`config.mk`:
```
export PLATFORM = sky130hd
export DESIGN_NAME = shift_seq_unit
export DESIGN_NICKNAME = d
export VERILOG_FILES = /design/src/rtl/shift_seq_unit.sv
export SDC_FILE = /design/constraint.sdc
export NUM_CORES = 1
export LEC_CHECK = 0
export CELL_PAD_IN_SITES_DETAIL_PLACEMENT = 0
export CELL_PAD_IN_SITES_GLOBAL_PLACEMENT = 2
export CORE_UTILIZATION = 23
export CTS_CLUSTER_DIAMETER = 120
export DETAILED_ROUTE_END_ITERATION = 6
export PLACE_DENSITY_LB_ADDON = 0.2
export SLEW_MARGIN = 20
export SYNTH_ARGS = -nofsm -noshare
export SYNTH_HDL_FRONTEND = slang
export SYNTH_SLANG_ARGS = --single-unit
```
`constraint.sdc`:
```
create_clock -name clk -period 1.8 [get_ports clk]
set_input_delay 0.36 -clock clk [delete_from_list [all_inputs] [get_ports clk]]
set_output_delay 0.36 -clock clk [all_outputs]
set_load 0.01 [all_outputs]
```
`src/rtl/shift_seq_unit.sv`:
```
// rtl/shift_seq_unit.sv - multi-pass sequencer driving a 32-bit barrel shifter for amounts 0..63
// Optional result counter enabled by SHIFT_SEQ_STATS_EN.
module shift_seq_unit #(
    parameter int WIDTH = 32
) (
    input  logic             clk,
    input  logic             rst_n,
    input  logic             cmd_valid,
    output logic             cmd_ready,
    input  logic [WIDTH-1:0] cmd_data,
    input  logic [5:0]       cmd_amt,
    input  logic             cmd_dir,
    input  logic             cmd_rot,
    output logic [WIDTH-1:0] sh_in,
    output logic [4:0]       sh_amt,
    output logic             sh_dir,
    output logic             sh_rot,
    input  logic [WIDTH-1:0] sh_out,
    output logic             res_valid,
    input  logic             res_ready,
    output logic [WIDTH-1:0] res_data,
    output logic             res_zero
`ifdef SHIFT_SEQ_STATS_EN
    ,
    output logic [15:0]      res_count
`endif
);

    typedef enum logic [2:0] {IDLE, LO, HI_A, HI_B, DONE} state_t;

    state_t           state;
    state_t           next_state;
    logic [WIDTH-1:0] wreg;
    logic             amt_hi;
    logic [4:0]       amt_lo;
    logic             dir;
    logic             rot;
    logic             accept;

    assign accept   = cmd_valid & cmd_ready;
    assign sh_in    = wreg;
    assign res_data = wreg;
    assign sh_dir   = dir;
    assign sh_rot   = rot;
    assign res_zero = res_valid & (wreg == '0);

    // A 32..63 amount is the low part plus two 16-bit passes, since the shifter only takes 0..31.
    always_comb begin
        next_state = state;
        sh_amt     = 5'd0;
        cmd_ready  = 1'b0;
        res_valid  = 1'b0;
        case (state)
            IDLE: begin
                cmd_ready = 1'b1;
                if (cmd_valid) next_state = LO;
            end
            LO: begin
                sh_amt     = amt_lo;
                next_state = amt_hi ? HI_A : DONE;
            end
            HI_A: begin
                sh_amt     = 5'd16;
                next_state = HI_B;
            end
            HI_B: begin
                sh_amt     = 5'd16;
                next_state = DONE;
            end
            DONE: begin
                res_valid = 1'b1;
                cmd_ready = res_ready;
                if (res_ready) next_state = cmd_valid ? LO : IDLE;
            end
            default: next_state = IDLE;
        endcase
    end

    always_ff @(posedge clk or negedge rst_n) begin
        if (!rst_n) begin
            state  <= IDLE;
            wreg   <= '0;
            amt_hi <= 1'b0;
            amt_lo <= 5'd0;
            dir    <= 1'b0;
            rot    <= 1'b0;
        end else begin
            state <= next_state;
            if (accept) begin
                wreg   <= cmd_data;
                amt_hi <= cmd_amt[5];
                amt_lo <= cmd_amt[4:0];
                dir    <= cmd_dir;
                rot    <= cmd_rot;
            end else if (state == LO || state == HI_A || state == HI_B) begin
                wreg <= sh_out;
            end
        end
    end

`ifdef SHIFT_SEQ_STATS_EN
    always_ff @(posedge clk or negedge rst_n) begin
        if (!rst_n) begin
            res_count <= 16'd0;
        end else if (res_valid && res_ready) begin
            res_count <= res_count + 16'd1;
        end
    end
`endif

endmodule

```
## Yosys cells after proc, flatten, opt, wreduce, memory -nomap -nowiden

Index checks and enable logic that the tools add are counted.

- Logic and storage cells: 31
- Bits in registers: 43

- Bitwise gates (word level): 2
- Mux-type cells: 10
- Equal/unequal tests: 6
- Reductions and logical operators: 7

Operators by type and width:

| operator | count |
|---|---|
| two-way mux 32 bit | 2 |
| zero test 32 bit | 1 |
| case mux 3 bit (5 select lines) | 1 |
| case mux 5 bit (2 select lines) | 1 |
| two-way mux 3 bit | 3 |
| equality test 3 x 2 -> 1 bit, second input constant | 2 |
| inequality test 2 bit, second input constant | 2 |
| equality test 3 x 1 -> 1 bit, second input constant | 1 |
| equality test 3 bit, second input constant | 1 |
| zero test 3 bit | 1 |
| AND 1 bit | 2 |
| logical OR 1 bit | 2 |
| two-way mux 1 bit | 2 |
| case mux 1 bit (2 select lines) | 1 |
| AND reduction 2 bit | 1 |
| nonzero test 2 bit | 1 |
| OR reduction 2 bit | 1 |

## Longest topological paths before layout

Gate-level depths: netlist of run 1.

- Word-level depth: 5
- Depth in mapped cells: 5
- Gate-level depth less buffers: 3

## Worst setup path after synthesis of run 1

Ideal clock, no wire load.

- Kind: flip-flop to output port
- Start point: reg state[1]
- End point: out res_zero
- Arrival: 1.398 ns
- Cell stages (with the launch flop): 5
- Required time: 1.440 ns
- Path buffers: 1
- Slack: 0.042 ns
- Cell sequence: dfrtp_1 buf_4 nor3b_1 nand3_1 nor3_1

- Word-level cells in the longest chain between the ends: 3

RTL lines:

| what | line | source |
|---|---|---|
| start: declaration | 31 | `state_t state;` |
| start signal: assignment | 88 | `state <= next_state;` |
| equality test 3 bit | 53 | `case (state)` |
| two-way mux 1 bit | 53 |  |
| net res_valid | 19 | `output logic res_valid,` |
| AND 1 bit | 45 | `assign res_zero = res_valid & (wreg == '0);` |
| end: declaration | 22 | `output logic res_zero` |

The timed path passes the listed nets, and every way through them passes these cells.

## Final worst setup path of run 1

- Start point: reg wreg[28] (netlist: res_data[28])
- End point: out res_zero

- Word-level cells in the longest chain between the ends: 2

RTL lines:

| what | line | source |
|---|---|---|
| start: declaration | 33 | `logic [WIDTH-1:0] wreg;` |
| start signal: assignment | 90 | `wreg <= cmd_data;` |
| start signal: assignment | 96 | `wreg <= sh_out;` |
| zero test 32 bit | 45 |  |
| AND 1 bit | 45 |  |

No other way between the ends.

==> impl_metrics.env, run 1 <==
export IMPL_status="finished, violations left"
export IMPL_violations="negative setup slack"
export IMPL_rows=38
export IMPL_hpwlAfterDp_mm=5.42
export IMPL_cap_violations=0
export IMPL_startpoint_type="register"
export IMPL_initial_utilization=0.235
export IMPL_h_tree_depth=2
export IMPL_tightest_slew_ps=452
export IMPL_ios=150
export IMPL_die_h_um=107
export IMPL_clockBufferDepth=2
export IMPL_r2r_slack_ps=60
export IMPL_synth_top_area_frac=0.422
export IMPL_num_vias=2021
export IMPL_area_growth_pct=75.9
export IMPL_ys_warn_count=0
export IMPL_mostFrequentLayoutCells="clkdlybuf4s50_1, buf_4, dfrtp_1"
export IMPL_grt_max_degree=20
export IMPL_first_global_vias=2242
export IMPL_fin_crit_sh=1.08
export IMPL_fin_util=0.414
export IMPL_setup_viol=2
export IMPL_critPathKind="register to output pin"
export IMPL_root_buffer="clkbuf_8"
export IMPL_rsz0062_at_grt="true"
export IMPL_drt_iter0_markers=25
export IMPL_place_inst=487
export IMPL_cp_required_ps=1440
export IMPL_synthTopCellsByArea="dfrtp_1, mux2_4, mux2_2, buf_4, mux2_1"
export IMPL_avgSynthCellArea_um2=13.4
export IMPL_seq_area_um2=1080
export IMPL_final_max_slew_viol_count=0
export IMPL_yosysUniqueCellTypes=22
export IMPL_synth_seq_cells=43
export IMPL_finClkSkew_ps=3.62
export IMPL_power_density_nw_per_um2=1780
export IMPL_globalplace_congestion=0.645
export IMPL_finalHoldViolCount=0
export IMPL_ys_seq_area_frac=0.422
export IMPL_hold_path_class="input pin to asynchronous set/reset pin"
export IMPL_max_freq_ghz=0.516
export IMPL_cts_tree="built"
export IMPL_nets=435
export IMPL_p_total_mw=8.00
export IMPL_min_period_ps=1940
export IMPL_timing_rr_end="res_data[13]"
export IMPL_postRouteAntennaNets=0
export IMPL_antenna_found_initial=0
export IMPL_worst_slack_ps=-138
export IMPL_clk_pin_slew_worst_paths_ps=80
export IMPL_fill_cells=1083
export IMPL_diodes=0
export IMPL_dr_pass1_iters=3
export IMPL_stdcell_count=498
export IMPL_die_area_um2=11500
export IMPL_wl_per_cell_um=14.2
export IMPL_grt_usage=0.128
export IMPL_core_um2=10800
export IMPL_route_detailed_drc=0
export IMPL_critPathArrivalTime_ps=1580
export IMPL_ir_drop_v=0.000709
export IMPL_p_leak_nw=1.96
export IMPL_synth_nets=267
export IMPL_die_w_um=107
export IMPL_grt_pass1_wl_mm=11.3
export IMPL_holdWs_ps=7.12
export IMPL_reg2reg_depth=5
export IMPL_critPathCaptureType="output pin"
export IMPL_gr_total_overflow=0
export IMPL_cp_max_fo=2
export IMPL_place_ws_ps=-374
export IMPL_multi_input_area_um2=1210
export IMPL_cts_made_buffers=5
export IMPL_slew_headroom=0.698
export IMPL_synth_cells=191
export IMPL_cts_hold_buffers_added=0
export IMPL_clock_sinks=43
export IMPL_layout_commonest_cell="clkdlybuf4s50_1"
export IMPL_drt_wl_total_mm=7.09
export IMPL_clk_latency_ps=290
export IMPL_vias_per_cell=4.06
export IMPL_drive_gt1_frac=0.402
export IMPL_synth_top_area_cell="dfrtp_1"
export IMPL_timing_rr_start="state[0]"
export IMPL_port_buffers=149
export IMPL_synth_area_um2=2550
synth_stat cells:
cell type	count
and2_1	5
nand4_1	1
mux2_4	37
nor3b_1	2
buf_4	34
nor2_1	5
buf_2	4
o2bb2ai_1	1
o21bai_4	1
o21ai_0	1
nand3_1	2
nor4_1	8
nor2b_1	1
inv_1	1
nor3_1	1
mux2_2	30
buf_6	3
a21oi_1	1
nand2_1	2
nand2b_1	2
mux2_1	6
dfrtp_1	43
registers in the layout (all words and copies together), names as in the netlist:
register  cells
amt_hi        1
amt_lo        5
res_data     32
sh_dir        1
sh_rot        1
state         3
critical path: stages, from the launching register on:
cell and delay (ps):
dfrtp_1 390, nor4_2 300, buf_4 150, nand4_1 120, nor3_2 150, buf_2 170
per-stage QoR:
stage                     instance area (µm²)  TNS, ps
final                                    4480     -168
after floorplan                          2550        0
after detailed placement                 4320    -3050
after global routing                     4480     -421
after global placement                   4320    -2880
after CTS                                4430     -247
cell type report:
class                           count  area share
Multi-Input combinational cell    106       0.271
Timing Repair Buffer              202       0.433
Clock buffer                        6      0.0162
Tap cell                          140      0.0391
Sequential cell                    43       0.240
Inverter                            1    0.000837
cell families after synthesis:
kind of cell | Yosys count | synth area share
buffers and inverters | 42 | 0.123
muxes | 73 | 0.377
and+or+nand+nor | 29 | 0.0638
AOI/OAI and AO/OA | 4 | 0.0147
DFF | 43 | 0.422
where the power goes:
part,switching (mW),leakage [nW],internal [mW]
combinational,1.97,1.42,3.71
sequential,0.289,0.505,1.47
clock,0.308,0.0371,0.259
total,2.56,1.96,5.43
how the worst max path moves through the flow:
stage	startpoint	to	slack, ps	cells past startpoint
floorplan	state[1]	res_zero	40	4
global placement	res_data[27]	res_zero	-310	5
detailed placement	res_data[27]	res_zero	-370	5
CTS	res_data[28]	res_zero	-200	5
global route	res_data[19]	res_zero	-270	4
finish	res_data[28]	res_zero	-140	5
metal layers:
| metal | global-route usage | wire (µm) | part of all wire | vias to the layer above |
|---|---|---|---|---|
| li1 | - | - | - | 972 |
| met1 | 0.156 | 3050 | 0.43 | 951 |
| met2 | 0.215 | 3350 | 0.47 | 94 |
| met3 | 0.0430 | 635 | 0.090 | 4 |
| met4 | 0.0352 | 55 | 0.0078 | 0 |
| met5 | 0 | 0 | 0 | - |
what timing repair did:
action,4_1_cts,5_1_grt
setup buffers,3,2
gates resized for setup,33,13
endpoints found under the hold margin,0,0
setup endpoints to repair,8,7
pin swaps,3,6
Note: power is estimated with default switching activity, not from simulation.
==> run 2: changes to the inputs <==
Settings changed: PLACE_DENSITY set to 0.9, PLACE_DENSITY_LB_ADDON 0.2 to not set, SLEW_MARGIN 20 to 0.
==> run 2 against run 1 <==
Net effect: the run still ends with negative setup slack left; largest power group unchanged; global-route usage grew 0.18 points; wire length grew 6.6%; critical path type unchanged; critical path depth is the same; critical endpoint unchanged; non-clock buffer count grew 7; final cell count grew 1.8%.
==> impl_metrics.env, run 2 (same netlist as run 1, synthesis figures left out) <==
export IMPL_rows=38
export IMPL_cap_violations=0
export IMPL_port_buffers=149
export IMPL_setup_viol=1
export IMPL_postRouteAntennaNets=0
export IMPL_wl_per_cell_um=14.9
export IMPL_drt_wl_total_mm=7.56
export IMPL_status="finished, violations left"
export IMPL_initial_utilization=0.235
export IMPL_gr_total_overflow=0
export IMPL_h_tree_depth=2
export IMPL_p_total_mw=8.57
export IMPL_tightest_slew_ps=476
export IMPL_ir_drop_v=0.000738
export IMPL_mostFrequentLayoutCells="clkdlybuf4s50_1, mux2_4, dfrtp_1, buf_4, mux2_2"
export IMPL_clk_latency_ps=290
export IMPL_finClkSkew_ps=6.06
export IMPL_nets=442
export IMPL_area_growth_pct=82.3
export IMPL_max_freq_ghz=0.517
export IMPL_slowest_delay_ps=380
export IMPL_timing_rr_start="state[0]"
export IMPL_slew_headroom=0.683
export IMPL_path_buf_inv=2
export IMPL_crit_family="simple AND/OR/NAND/NOR gates"
export IMPL_worstPathCellList="nor4_1 -> buf_4 -> nand2_1 -> nor3_1 -> buf_2"
export IMPL_diodes=0
export IMPL_clk_pin_slew_worst_paths_ps=80
export IMPL_hold_path_class="input pin to asynchronous set/reset pin"
export IMPL_die_area_um2=11500
export IMPL_clockBufferDepth=2
export IMPL_dr_wl_met2_mm=3.85
export IMPL_fin_crit_sh=1.07
export IMPL_critPathArrivalTime_ps=1570
export IMPL_p_leak_nw=2.06
export IMPL_cp_required_ps=1440
export IMPL_fill_cells=1059
export IMPL_globalplace_congestion=0.724
export IMPL_final_max_slew_viol_count=0
export IMPL_grt_usage=0.130
export IMPL_startpoint_type="register"
export IMPL_holdWs_ps=15.7
export IMPL_layout_commonest_cell="clkdlybuf4s50_1"
export IMPL_critPathKind="register to output pin"
export IMPL_drive_gt1_frac=0.414
export IMPL_core_um2=10800
export IMPL_worst_slack_ps=-132
export IMPL_min_period_ps=1930
export IMPL_fin_util=0.429
export IMPL_clock_sinks=43
export IMPL_stdcell_count=507
export IMPL_vias_per_cell=4.12
export IMPL_drt_iter0_markers=39
export IMPL_num_vias=2087
export IMPL_violations="negative setup slack"
export IMPL_maxUsedRoutingLayer="met4"
export IMPL_grt_pass1_wl_mm=11.6
export IMPL_critPathCaptureType="output pin"
export IMPL_cts_made_buffers=5
export IMPL_rsz0062_at_grt="true"
export IMPL_dr_pass1_iters=5
export IMPL_met1_length_mm=3.17
export IMPL_cp_max_fo=2
export IMPL_die_h_um=107
export IMPL_place_ws_ps=-366
export IMPL_ios=150
export IMPL_hpwlAfterDp_mm=5.62
export IMPL_place_inst=488
export IMPL_timing_rr_end="res_data[7]"
export IMPL_route_detailed_drc=0
export IMPL_antenna_found_initial=0
export IMPL_cts_tree="built"
export IMPL_largest_register_ffs=32
export IMPL_die_w_um=107
export IMPL_cp_slowest_cell="dfrtp_1"
export IMPL_power_density_nw_per_um2=1840
export IMPL_finalHoldViolCount=0
export IMPL_root_buffer="clkbuf_8"
export IMPL_grt_max_degree=27
export IMPL_reg2reg_depth=7
export IMPL_route_met3_wl_um=495
export IMPL_first_global_vias=2226
export IMPL_r2r_slack_ps=30
[run 2: cell types whose count changed in the layout (fill, tap and decap cells not counted), sizes merged]
cell / delta
clkbuf: +7
clkdlybuf4s15: -1
buf: +3
[run 2: final cells by class]
| cell class | count | area, µm² | share of cell area |
|---|---|---|---|
| clock buffer | 8 | 100 | 0.0215 |
| inverter | 1 | 3.75 | 0.000808 |
| multi-input combinational | 106 | 1240 | 0.267 |
| sequential | 43 | 1080 | 0.231 |
| tap | 140 | 175 | 0.0377 |
| timing repair buffer | 209 | 2050 | 0.441 |
[run 2: worst max-delay path by stage]
stage	startpoint	end	slack, ps	cells after the start
floorplan	state[1]	res_zero	40	4
global placement	res_data[1]	res_zero	-370	5
detailed placement	res_data[1]	res_zero	-370	5
CTS	res_data[30]	res_zero	-200	5
global route	res_data[30]	res_zero	-280	5
finish	res_data[8]	res_zero	-130	5
[run 2: power by group]
part / leakage (nW) / internal, mW / switching, mW / total (mW)
clock: 0.0515 / 0.351 / 0.320 / 0.671
sequential: 0.505 / 1.47 / 0.315 / 1.78
combinational: 1.51 / 4.00 / 2.12 / 6.12
total: 2.06 / 5.82 / 2.75 / 8.57
[run 2: through the flow]
step,instance area (µm²),TNS (ps)
after floorplan,2550,0
after global placement,4340,-3710
after detailed placement,4340,-5390
after CTS,4510,-213
after global routing,4650,-556
final,4650,-132
[run 2: timing repair]
action,4_1_cts,5_1_grt
buffers inserted,7,2
hold buffers,0,0
endpoints found under the hold margin,0,0
pin swaps,4,2
resized for setup,29,26
setup endpoints to repair,8,34
cloned,0,3
[run 2: per-layer routing]
metal  vias to the layer above  GRT usage
met3                         5     0.0321
met2                        90      0.232
li1                        991          -
met5                         -          0
met1                      1001      0.158
met4                         0     0.0264
==> variant 1: new RTL, settings of run 1 <==
The parameter `WIDTH` goes from 32 to 48.
--- a/src/rtl/shift_seq_unit.sv
+++ b/src/rtl/shift_seq_unit.sv
@@ -3,3 +3,3 @@
 module shift_seq_unit #(
-    parameter int WIDTH = 32
+    parameter int WIDTH = 48
 ) (
Ports: changed (resized cmd_data, res_data, sh_in and sh_out); port bits go from 150 to 214. No check against the original RTL was run, so the function may have changed too.
==> variant 1 against run 1 <==
Sequential share of layout area is 1.3 points lower; power grew 53%; critical path depth did not move; sequential cell count grew 16; wire length up 53%; via count increased by 44%; non-clock buffer count up 90; worst setup slack lost 0.12 ns; the run still ends with setup timing left; cell area increased by 45%; largest cell class unchanged; largest power group unchanged; area after synthesis rose by 33%; hold slack better by 0.027 ns; cell count rose by 40%.
==> variant 1: results (changes against run 1) <==
\begin{tabular}{lr}
\hline
Metric & Value \\
\hline
\multicolumn{2}{l}{\textbf{Status}} \\
Status & finished, violations left (unchanged) \\
Failing checks & setup timing (unchanged) \\
\multicolumn{2}{l}{\textbf{Routing}} \\
DRC violation total after the first TritonRoute iteration & 48 (was 25) \\
Wl on met1 & 4.65 mm (was 3.05 mm) \\
Met3 Routed Length & 948 microns (was 635 microns) \\
WL final & 10.9 mm (was 7.09 mm) \\
Number of iterations in the first detailed-routing pass & 4 (was 3) \\
\multicolumn{2}{l}{\textbf{Global routing}} \\
Vias in the first global route & 3010 (was 2242) \\
Wire length of the first global-routing pass & 15.7 mm (was 11.3 mm) \\
Overall routing resource usage & 13.8\% (was 12.8\%) \\
Met2 capacity usage during global routing & 22.3\% (was 21.5\%) \\
\multicolumn{2}{l}{\textbf{CTS}} \\
Clock root buffer & clkbuf\_16 (was clkbuf\_8) \\
Clock network latency to the later pin of the worst-skew pair & 0.32 ns (was 0.29 ns) \\
Level count of the clock H-tree & 3 (was 2) \\
\multicolumn{2}{l}{\textbf{Synthesis}} \\
Cell types occupying the most area after synthesis & dfrtp\_1 (43\%), mux2\_2 (28\%), buf\_4 (11\%) (was dfrtp\_1 (42\%), mux2\_4 (22\%), mux2\_2 (13\%)) \\
Top post-synthesis cells by count & mux2\_2 (85), dfrtp\_1 (59), buf\_4 (48), mux2\_4 (20), nor4\_1 (13) (was dfrtp\_1 (43), mux2\_4 (37), buf\_4 (34), mux2\_2 (30), nor4\_1 (8)) \\
\multicolumn{2}{l}{\textbf{Placed design}} \\
Instance area at placement & 5940 sq um (was 4320 sq um) \\
\multicolumn{2}{l}{\textbf{Finish}} \\
Count of filler cells inserted in the layout & 1401 (was 1083) \\
Fraction of final layout cells sized beyond drive strength 1 & 43.6\% (was 40.2\%) \\
\multicolumn{2}{l}{\textbf{Worst setup path}} \\
First element of the critical path & res\_data[22] (was res\_data[28]) \\
Number of cells traversed by the worst register-to-register path & 7 (was 5) \\
Launching point of the worst reg2reg path & state[2] (was state[0]) \\
\multicolumn{2}{l}{\textbf{Pwr}} \\
Part of the power in the clock network & 13.5\% (was 7.1\%) \\
Internal power of the cells & 8.37 mW (was 5.43 mW) \\
Worst-case vdd ir drop & 0.687 mV (was 0.709 mV) \\
\multicolumn{2}{l}{\textbf{Timing}} \\
Final setup violating endpoints & 3 (was 2) \\
Minimum setup slack in the final design & -0.259 ns (was -0.138 ns) \\
\hline
\end{tabular}
-- variant 1: cell types whose count changed after synthesis --
cell,delta
buf_2,+5
buf_4,+14
dfrtp_1,+16
mux2_1,-6
mux2_2,+55
mux2_4,-17
nand4_1,+1
nor3_1,-1
nor4_1,+5
o21bai_2,+1
o21bai_4,-1
-- variant 1: critical path, delay by kind of cell (launching register included) --
family | cells | cell delay (ns)
buf+inv | 2 | 0.34
simple gates | 3 | 0.63
flops | 1 | 0.40
-- variant 1: how the worst min path moves through the flow --
stage / start / to / slack, ns / depth (start not counted)
final: rst_n / res_data[24] / 0.03 / 2
after CTS: rst_n / res_data[24] / 0.04 / 2
after global placement: rst_n / res_data[24] / 0.39 / 2
after floorplan: rst_n / amt_hi / 0.06 / 0
after global routing: rst_n / res_data[26] / 0.07 / 2
after detailed placement: rst_n / res_data[24] / 0.39 / 2
-- variant 1: area by class of cell --
cell class / instances / area [sq um] / share of cell area [%]
well taps: 184 / 230 / 3.54
flip-flops and latches: 59 / 1480 / 22.7
repair buffers: 292 / 2850 / 43.8
clock inverters: 1 / 5.00 / 0.0769
multi-input cells: 143 / 1650 / 25.4
inverters: 1 / 3.75 / 0.0577
clock buffers: 15 / 288 / 4.42
-- variant 1: kinds of logic (layout without fill, tap and decap cells) --
| logic type | count (synthesis) | after routing | synth area share (%) |
|---|---|---|---|
| flops | 59 | 59 | 43.4 |
| compound gates | 4 | 4 | 0.882 |
| buf+inv | 61 | 309 | 13.0 |
| mux | 105 | 105 | 37.0 |
| simple gates | 34 | 34 | 5.74 |
-- variant 1: what timing repair did --
item	CTS	global route
endpoints found under the setup margin	8	14
hold buffers	0	0
resized for setup	44	32
buffers inserted	5	3
cloned	0	2
pin swaps	7	5
==> variant 2: new RTL, config.mk and constraints of run 1 <==
Made on the original files. Encoding of `state_t`: now one-hot (5 bits for 5 states).
--- a/src/rtl/shift_seq_unit.sv
+++ b/src/rtl/shift_seq_unit.sv
@@ -28,3 +28,3 @@
 
-    typedef enum logic [2:0] {IDLE, LO, HI_A, HI_B, DONE} state_t;
+    typedef enum logic [4:0] {IDLE = 5'b00001, LO = 5'b00010, HI_A = 5'b00100, HI_B = 5'b01000, DONE = 5'b10000} state_t;
 
Formal check against the unedited RTL: same outputs for any inputs over 10 cycles, from zero or initial values and one cycle with rst_n low; not proved beyond that.
==> variant 2 against run 1 <==
The run still ends with setup timing left; wire length rose by 20%; count of clock-buffer cells in the layout did not move; register-to-register slack got worse by 0.22 ns; sequential cell count is 2 higher; worst setup slack got worse by 0.026 ns; area after synthesis down 3.2%; utilization grew 8.0 points; power grew 6.5%; first-iteration DRC count grew to 2.6 times the old value; cell count up 18%; cell area up 14%.
==> variant 2: results (changes against run 1) <==
\begin{tabular}{lr}
\hline
Metric & Value \\
\hline
\multicolumn{2}{l}{\textbf{Status}} \\
Status & finished, violations left (unchanged) \\
Failing checks & setup timing (unchanged) \\
\multicolumn{2}{l}{\textbf{Synthesis}} \\
Dominant combinational cell family by area after synthesis & compound AO/OA/AOI/OAI gates (was multiplexers) \\
Top post-synthesis cells by count & dfrtp\_1 (44), buf\_4 (34), inv\_1 (25), nand2\_1 (24) (was dfrtp\_1 (43), mux2\_4 (37), buf\_4 (34), mux2\_2 (30), nor4\_1 (8)) \\
Post-synthesis sequential area ratio & 45.7\% (was 42.2\%) \\
Net Count, Synth & 326 (was 267) \\
Average instance area after synthesis & 9.87 sq um (was 13.4 sq um) \\
Post-synthesis mux area share & 3.24\% (was 37.7\%) \\
\multicolumn{2}{l}{\textbf{Timing}} \\
Final setup violating endpoints & 48 (was 2) \\
Minimum setup slack in the final design & -0.164 ns (was -0.138 ns) \\
Sum of negative setup slack & -3.45 ns (was -0.168 ns) \\
Slew @ Worst Pin & 0.445 ns (was 0.452 ns) \\
\multicolumn{2}{l}{\textbf{Pwr}} \\
Sequential cell fraction of total power & 21.4\% (was 22.0\%) \\
Clock network power consumption & 613 uW (was 567 uW) \\
Switching Share & 36.6\% (was 32.1\%) \\
Worst-case vdd ir drop & 0.564 mV (was 0.709 mV) \\
\multicolumn{2}{l}{\textbf{Routing}} \\
DRC violation total after the first TritonRoute iteration & 66 (was 25) \\
Total number of vias & 2479 (was 2021) \\
DR WL/cell & 14.5 microns (was 14.2 microns) \\
\multicolumn{2}{l}{\textbf{Global routing}} \\
Maximum number of pins on one net before global-route repair & 29 (was 20) \\
Overall routing resource usage & 15.1\% (was 12.8\%) \\
\multicolumn{2}{l}{\textbf{Placed design}} \\
Instance area at placement & 4330 sq um (was 4320 sq um) \\
Cell Count Post-Placement & 553 (was 487) \\
\multicolumn{2}{l}{\textbf{Finish}} \\
Count of nets after finishing & 527 (was 435) \\
\multicolumn{2}{l}{\textbf{Worst setup path}} \\
Stage delay of the slowest cell on the critical path & 0.56 ns (was 0.39 ns) \\
\hline
\end{tabular}
-- variant 2: final cells by class --
type	count	area (sq um)	share of cell area [%]
inverter	26	103	2.00
clock buffer	6	72.6	1.42
timing repair inverter	1	11.3	0.220
multi-input combinational	136	1210	23.7
tap	136	170	3.32
timing repair buffer	236	2410	47.1
clock inverter	2	10.0	0.195
sequential	45	1130	22.0
-- variant 2: timing repair --
item | CTS | global route
setup endpoints to repair | 23 | 49
setup buffers | 18 | 9
resized for setup | 84 | 66
pin swaps | 6 | 26
cloned | 4 | 2
endpoints found under the hold margin | 0 | 0
-- variant 2: worst max-delay path, delay by kind of cell (launching register included) --
| family | cells | cell delay [ns] |
|---|---|---|
| buffers and inverters | 5 | 0.67 |
| flip-flops | 1 | 0.56 |
| AO/OA/AOI/OAI | 2 | 0.39 |
| AND/OR/NAND/NOR | 2 | 0.28 |
-- variant 2: worst max-delay path by stage --
stage / startpoint / end / slack [ns] / cells after the start
detailed placement: res_data[8] / res_zero / -0.34 / 5
finish: state[0] / res_data[26] / -0.16 / 9
CTS: res_data[13] / res_zero / -0.19 / 5
global placement: res_data[8] / res_zero / -0.34 / 5
global route: res_data[13] / res_zero / -0.25 / 5
floorplan: state[0] / res_data[0] / 0.21 / 6
-- variant 2: cell families (layout without fill, tap and decap cells) --
| logic type | count (synthesis) | count (layout) |
|---|---|---|
| muxes | 8 | 8 |
| buffers and inverters | 69 | 271 |
| AOI/OAI and AO/OA | 63 | 63 |
| xor gates and xnor gates | 1 | 1 |
| and+or+nand+nor | 64 | 64 |
| DFF | 45 | 45 |
-- variant 2: layer usage --
layer	part of all wire, %	track usage (%)	vias up
met5	0	0	-
met4	0.81	3.27	0
met3	7.5	4.08	8
met2	49	25.3	92
met1	43	19.5	1155
li1	-	-	1224
